==> src/rtl/vga_timing_gen.sv <==
// VGA raster timing: pixel-tick divider, h/v counters and porch/sync phase FSMs.
// Define VGA_SYNC_ALIGN_EN to delay hsync_out/vsync_out by one extra clk.
module vga_timing_gen #(
    parameter int CLK_DIV  = 4,
    parameter int H_ACTIVE = 640,
    parameter int H_FP     = 16,
    parameter int H_SYNC   = 96,
    parameter int H_BP     = 48,
    parameter int V_ACTIVE = 480,
    parameter int V_FP     = 10,
    parameter int V_SYNC   = 2,
    parameter int V_BP     = 33
) (
    input  logic       clk_in,
    input  logic       rst_n_in,
    output logic       pixel_tick,
    output logic [9:0] current_row,
    output logic [9:0] current_line,
    output logic       enable,
    output logic       hsync_out,
    output logic       vsync_out,
    output logic       line_start,
    output logic       frame_start
);

    localparam int H_TOTAL = H_ACTIVE + H_FP + H_SYNC + H_BP;
    localparam int V_TOTAL = V_ACTIVE + V_FP + V_SYNC + V_BP;
    localparam int DIV_W   = (CLK_DIV > 1) ? $clog2(CLK_DIV) : 1;

    localparam logic [DIV_W-1:0] DIV_LAST = DIV_W'(CLK_DIV - 1);

    localparam logic [9:0] H_ACT_END  = 10'(H_ACTIVE - 1);
    localparam logic [9:0] H_FP_END   = 10'(H_ACTIVE + H_FP - 1);
    localparam logic [9:0] H_SYNC_END = 10'(H_ACTIVE + H_FP + H_SYNC - 1);
    localparam logic [9:0] H_LAST     = 10'(H_TOTAL - 1);
    localparam logic [9:0] V_ACT_END  = 10'(V_ACTIVE - 1);
    localparam logic [9:0] V_FP_END   = 10'(V_ACTIVE + V_FP - 1);
    localparam logic [9:0] V_SYNC_END = 10'(V_ACTIVE + V_FP + V_SYNC - 1);
    localparam logic [9:0] V_LAST     = 10'(V_TOTAL - 1);

    typedef enum logic [1:0] {PH_ACTIVE, PH_FP, PH_SYNC, PH_BP} phase_t;

    logic [DIV_W-1:0] div_cnt;
    logic             started;
    logic             advance;
    logic             h_wrap;
    logic             v_wrap;
    logic [9:0]       h_cnt_nxt;
    logic [9:0]       v_cnt_nxt;
    phase_t           h_state, h_state_nxt;
    phase_t           v_state, v_state_nxt;
    logic             hsync_p0;
    logic             vsync_p0;

    function automatic phase_t phase_step(input phase_t ph, input logic [9:0] cnt,
                                          input logic [9:0] act_end, input logic [9:0] fp_end,
                                          input logic [9:0] sync_end, input logic [9:0] last);
        phase_step = ph;
        case (ph)
            PH_ACTIVE: if (cnt == act_end)  phase_step = PH_FP;
            PH_FP:     if (cnt == fp_end)   phase_step = PH_SYNC;
            PH_SYNC:   if (cnt == sync_end) phase_step = PH_BP;
            PH_BP:     if (cnt == last)     phase_step = PH_ACTIVE;
            default:                        phase_step = PH_ACTIVE;
        endcase
    endfunction

    always_ff @(posedge clk_in or negedge rst_n_in) begin
        if (!rst_n_in) begin
            div_cnt    <= '0;
            pixel_tick <= 1'b0;
        end else begin
            div_cnt    <= (div_cnt == DIV_LAST) ? '0 : div_cnt + 1'b1;
            pixel_tick <= (div_cnt == DIV_LAST);
        end
    end

    // The first tick after reset only starts pixel (0,0); later ticks step the raster.
    assign advance = pixel_tick && started;
    assign h_wrap  = (current_row == H_LAST);
    assign v_wrap  = (current_line == V_LAST);

    always_comb begin
        h_cnt_nxt   = current_row;
        v_cnt_nxt   = current_line;
        h_state_nxt = h_state;
        v_state_nxt = v_state;
        if (advance) begin
            h_cnt_nxt   = h_wrap ? 10'd0 : current_row + 10'd1;
            h_state_nxt = phase_step(h_state, current_row, H_ACT_END, H_FP_END, H_SYNC_END, H_LAST);
            if (h_wrap) begin
                v_cnt_nxt   = v_wrap ? 10'd0 : current_line + 10'd1;
                v_state_nxt = phase_step(v_state, current_line, V_ACT_END, V_FP_END, V_SYNC_END, V_LAST);
            end
        end
    end

    always_ff @(posedge clk_in or negedge rst_n_in) begin
        if (!rst_n_in) begin
            started      <= 1'b0;
            current_row  <= 10'd0;
            current_line <= 10'd0;
            h_state      <= PH_ACTIVE;
            v_state      <= PH_ACTIVE;
            enable       <= 1'b0;
            hsync_p0     <= 1'b1;
            vsync_p0     <= 1'b1;
            line_start   <= 1'b0;
            frame_start  <= 1'b0;
        end else begin
            line_start  <= advance && h_wrap;
            frame_start <= advance && h_wrap && v_wrap;
            if (pixel_tick) begin
                started      <= 1'b1;
                current_row  <= h_cnt_nxt;
                current_line <= v_cnt_nxt;
                h_state      <= h_state_nxt;
                v_state      <= v_state_nxt;
                enable       <= (h_state_nxt == PH_ACTIVE) && (v_state_nxt == PH_ACTIVE);
                hsync_p0     <= (h_state_nxt != PH_SYNC);
                vsync_p0     <= (v_state_nxt != PH_SYNC);
            end
        end
    end

`ifdef VGA_SYNC_ALIGN_EN
    // Extra stage lines sync up with the registered colour output downstream.
    logic hsync_p1;
    logic vsync_p1;

    always_ff @(posedge clk_in or negedge rst_n_in) begin
        if (!rst_n_in) begin
            hsync_p1 <= 1'b1;
            vsync_p1 <= 1'b1;
        end else begin
            hsync_p1 <= hsync_p0;
            vsync_p1 <= vsync_p0;
        end
    end

    assign hsync_out = hsync_p1;
    assign vsync_out = vsync_p1;
`else
    assign hsync_out = hsync_p0;
    assign vsync_out = vsync_p0;
`endif

endmodule

==> config.mk <==
export PLATFORM = sky130hd
export DESIGN_NAME = vga_timing_gen
export DESIGN_NICKNAME = d
export VERILOG_FILES = /design/src/rtl/vga_timing_gen.sv
export SDC_FILE = /design/constraint.sdc
export NUM_CORES = 1
export LEC_CHECK = 0
export BUFFER_PORTS_ARGS = -buffer_cell sky130_fd_sc_hd__buf_2
export CORE_UTILIZATION = 45
export DETAILED_ROUTE_END_ITERATION = 10
export HOLD_SLACK_MARGIN = 0.05
export PLACE_DENSITY = 0.73
export SLEW_MARGIN = 40
export SYNTH_ARGS = -nofsm -noshare
export SYNTH_HDL_FRONTEND = slang
export SYNTH_SLANG_ARGS = --single-unit
==> constraint.sdc <==
create_clock -name clk_in -period 3 [get_ports clk_in]
set_clock_uncertainty 0.2 [all_clocks]
set_input_delay 0 -clock clk_in [delete_from_list [all_inputs] [get_ports clk_in]]
set_output_delay 0 -clock clk_in [all_outputs]
set_load 0.01 [all_outputs]
======== Yosys cells after proc, flatten, opt, wreduce, memory -nomap -nowiden ========
Index checks and enable logic that the tools add are counted.
storage, ports and cells
  logic and storage cells ................. 58
  output and inout bits ................... 26
  register bits ........................... 33
cells by class
  reductions and logical operators ........ 10
  eq/ne operators ......................... 17
  add/sub/neg operators ................... 3
  mux-type cells .......................... 16
operators with widths
  operator                                        number
  == test 10 bit, second input constant           5
  == test 10 x 9 -> 1 bit, second input constant  3
  2-to-1 mux 2 bit                                12
  adder 10 x 1 -> 10 bit, second input constant   2
  2-to-1 mux 10 bit                               2
  case mux 2 bit (4 select lines)                 2
  == test 2 bit, second input constant            5
  logical NOT 2 bit                               4
  == test 2 x 1 -> 1 bit, second input constant   2
  logical AND 1 bit                               4
  != test 2 bit, second input constant            2
  AND reduction 3 bit                             1
  adder 2 x 1 -> 2 bit, second input constant     1
  AND reduction 2 bit                             1

======== Depth between registers and ports, before layout ========
  depth in word-level cells ............... 7
  mapped depth ............................ 9
  gate-level depth less buffers ........... 7

======== Least setup slack after synthesis ========
OpenSTA, ideal clock, no wires.
  path type ............................... reg-to-reg
  start ................................... register current_row[5]
  end ..................................... register enable
  required time ........................... 2734 ps
  library setup time ...................... 66 ps
  slack ................................... 443 ps
  arrival time ............................ 2291 ps
  stages on the path, launching flop included .. 7
  path buffers ............................ 1
  cells stage by stage .................... dfrtp_1 -> or3b_4 -> or4_4 -> buf_6 -> or3_1 -> a31oi_1 -> a31o_1
between the ends
  longest elaborated chain between the ends .. 6
RTL lines
  item                                 line  source
  from (decl)                          17    output logic [9:0] current_row,
  from (signal assigned)               115   current_row <= h_cnt_nxt;
  == test 10 bit (on tied branches)    -
  2-to-1 mux 2 bit (on tied branches)  -
  case mux 2 bit (4 select lines)      59    case (ph)
  2-to-1 mux 2 bit                     88    if (advance) begin
  logical NOT 2 bit                    119   enable <= (h_state_nxt == PH_ACTIVE) && (v_state_nxt == PH_ACTIVE);
  logical AND 1 bit *                  119
  to (signal assigned)                 119
  to (decl)                            19    output logic enable,
Every way passes the cells marked *; elsewhere a longest branch is shown, timed or not.
A chain may end at the register's enable or synchronous reset.

======== Worst setup path in the final report ========
Same ends and word-level chain as after synthesis.

==> impl_metrics.ini <==
[run_status]
run_status = complete, no violations

[yosys]
ys_types = 46
seq_area_frac_synth_pct = 49.3
yosys.area.top_type = dfrtp_1
netlist_instances = 159
synth_top_area_share_pct = 46.1
synth_ff_type = dfrtp_1
synth_seq_cells = 33
syn_area_per_cell_um2 = 10.6
netlist_area_um2 = 1680
yosysWarnings = 0
syn_nets = 166
synth_edf_count = 0
async_flop_share_pct = 100
yosys-top-cells-area = dfrtp_1 46%, ha_1 3.7%, nor2_1 3.3%

[power]
p_per_area_nw_per_um2 = 397
power.total_uw = 789
p_leak_uw = 0.000925
vdd_drop_max_v = 0.000365

[drt]
routed-via-count = 1314
drc = 0
via_per_inst = 5.43
routed_wl_um = 3390
ant_nets = 0
dr.first_iter.drc_count = 65
drt-pass1-iter-count = 4
route.detailed.wl_per_inst_um = 14.0

[grt]
use_met3_pct = 6.16
grt_start_max_net_pins = 34
grt_overflow = 0
use_met1_pct = 26.2
grt_pass1_vias = 1277
grt_first_pass_wirelength_um = 6050
track_usage_pct = 19.9
antenna_found_initial = 0
grt_busiest_layer = met2
grt_use_met2_pct = 29.3

[hold_path]
worst_hold_path.num_cells = 1
hold_end = div_cnt[0]
min_from = div_cnt[0]
hp-class = reg -> reg

[worst_setup_path]
timing.rr.end = enable
arrival_ns = 2.73
crit_required_ns = 3.03
critPathKind = reg -> reg
r2r_slack_ns = 0.30
worst-path-max-fanout = 10
r2r_cells = 5
crit_path_start_kind = flip-flop
reg2reg_from = current_row[5]
endpoint_kind = flip-flop

[clock_tree]
cts_buffer_depth = 2
cts-root-buf = clkbuf_8
path_clk_slew_ns = 0.07
cts_resized = 0
clkLatencyLatePin_ns = 0.29
clock_sinks = 33
cts_tree = done
numCtsBuffers = 5
htreeDepth = 2

[timing]
period_share_pct = 90.1
setup_viol = 0
finalSetupTns_ns = 0
slew_headroom_pct = 72.9
rsz0062_at_grt = false
min_period_ns = 2.70
worst_pin_slew_ns = 0.407
max_freq_mhz = 370
final-hold-violation-count = 0
slew_viol_final = 0
setup_slack_ns = 0.298

[layout]
layout_common_cells = 31 x dfrtp_1, 27 x buf_2, 15 x nor2_1
area_delta_synth_final_pct = 18.1
stdcell_count = 242
drive_gt1_share_pct = 28.6
nets = 202
antennaDiodeCount = 0
fillers = 325
final_common_cell = dfrtp_1
design_area_um2 = 1990

[die]
die_y_um = 63.1
top_level_ports = 28
initial_utilization_pct = 48.5
rows = 21
coreArea_um2 = 3470
dieArea_um2 = 3990
die_width_um = 63.1

[place]
place_inst = 231
dp_slack_ns = 0.343
gp_congestion = 0.822
io_buffers = 27
dpl_cell_area_um2 = 1850
hpwl_um = 2360

[flow_run]
cap_viol_max_count = 0
## registers in the layout, indices dropped and copies added, names as in the netlist
| signal | count |
|---|---|
| started | 1 |
| enable | 1 |
| vsync_out | 1 |
| h_state | 2 |
| current_row | 10 |
| div_cnt | 2 |
| v_state | 2 |
| line_start | 1 |
| current_line | 10 |
| hsync_out | 1 |
| frame_start | 1 |
| pixel_tick | 1 |
## area by class of cell
type	count	area (µm²)	area share (%)
sequential	33	828	41.7
tap	46	57.6	2.90
timing repair buffer	32	198	9.96
multi-input combinational	116	787	39.6
clock buffer	5	68.8	3.47
clock inverter	3	17.5	0.882
inverter	7	28.8	1.45
## power breakdown
part | internal, µW | total, µW | switching (µW)
clock network | 160 | 329 | 169
registers | 445 | 445 | 0
logic | 5.77 | 15.0 | 9.25
## cell usage after synthesis (all sizes together) (2+ instances only)
cell     n
dfrtp   31
nor2    15
nand2   12
nand3   10
o21ai    8
inv      7
xnor2    6
ha       5
nor3     5
xor2     5
a31oi    4
and3     4
and3b    3
buf      3
nand4    3
nor3b    3
or2      3
a21o     2
a21oi    2
dfstp    2
mux2     2
nor2b    2
nor4     2
nor4bb   2
## how the worst max path moves through the flow
stage / from / to / slack [ns] / cells after the start
final: current_row[5] / enable / 0.30 / 5
after global routing: current_row[5] / enable / 0.20 / 5
after floorplan: current_row[5] / enable / 0.44 / 6
after CTS: current_row[5] / enable / 0.30 / 5
after detailed placement: current_row[5] / enable / 0.34 / 5
after global placement: current_row[5] / enable / 0.45 / 5
## critical path, cell delays in order, from the launching register on
cell	delay, ns
dfrtp_1	0.47
or3b_4	0.45
or4_4	0.61
or3_1	0.40
a31oi_1	0.30
a31o_1	0.21
## through the flow
step | hold WS, ns | util, %
4_1_cts | 0.127 | 56.2
6_report | 0.231 | 57.3
5_1_grt | 0.254 | 57.3
3_3_place_gp | -0.110 | 53.4
2_1_floorplan | -0.496 | -
3_5_place_dp | -0.0959 | 53.4
## what timing repair did
item	in CTS	in global routing
setup buffers	0	0
hold endpoints to repair	33	15
hold buffers	1	1
## cell families after synthesis
family,count (synthesis),synth area share (%)
adders and majority gates,5,3.72
AOI/OAI and AO/OA,24,10.8
buffers and inverters,10,3.94
xor gates and xnor gates,11,5.73
DFF,33,49.3
and+or+nand+nor,74,25.2
muxes,2,1.34
## routing by layer
layer | vias to the layer above | wire length [µm]
li1 | 641 | -
met1 | 640 | 1620
met2 | 24 | 1540
met3 | 9 | 131
met4 | 0 | 102
met5 | - | 0
(Power assumes the default switching activity.)
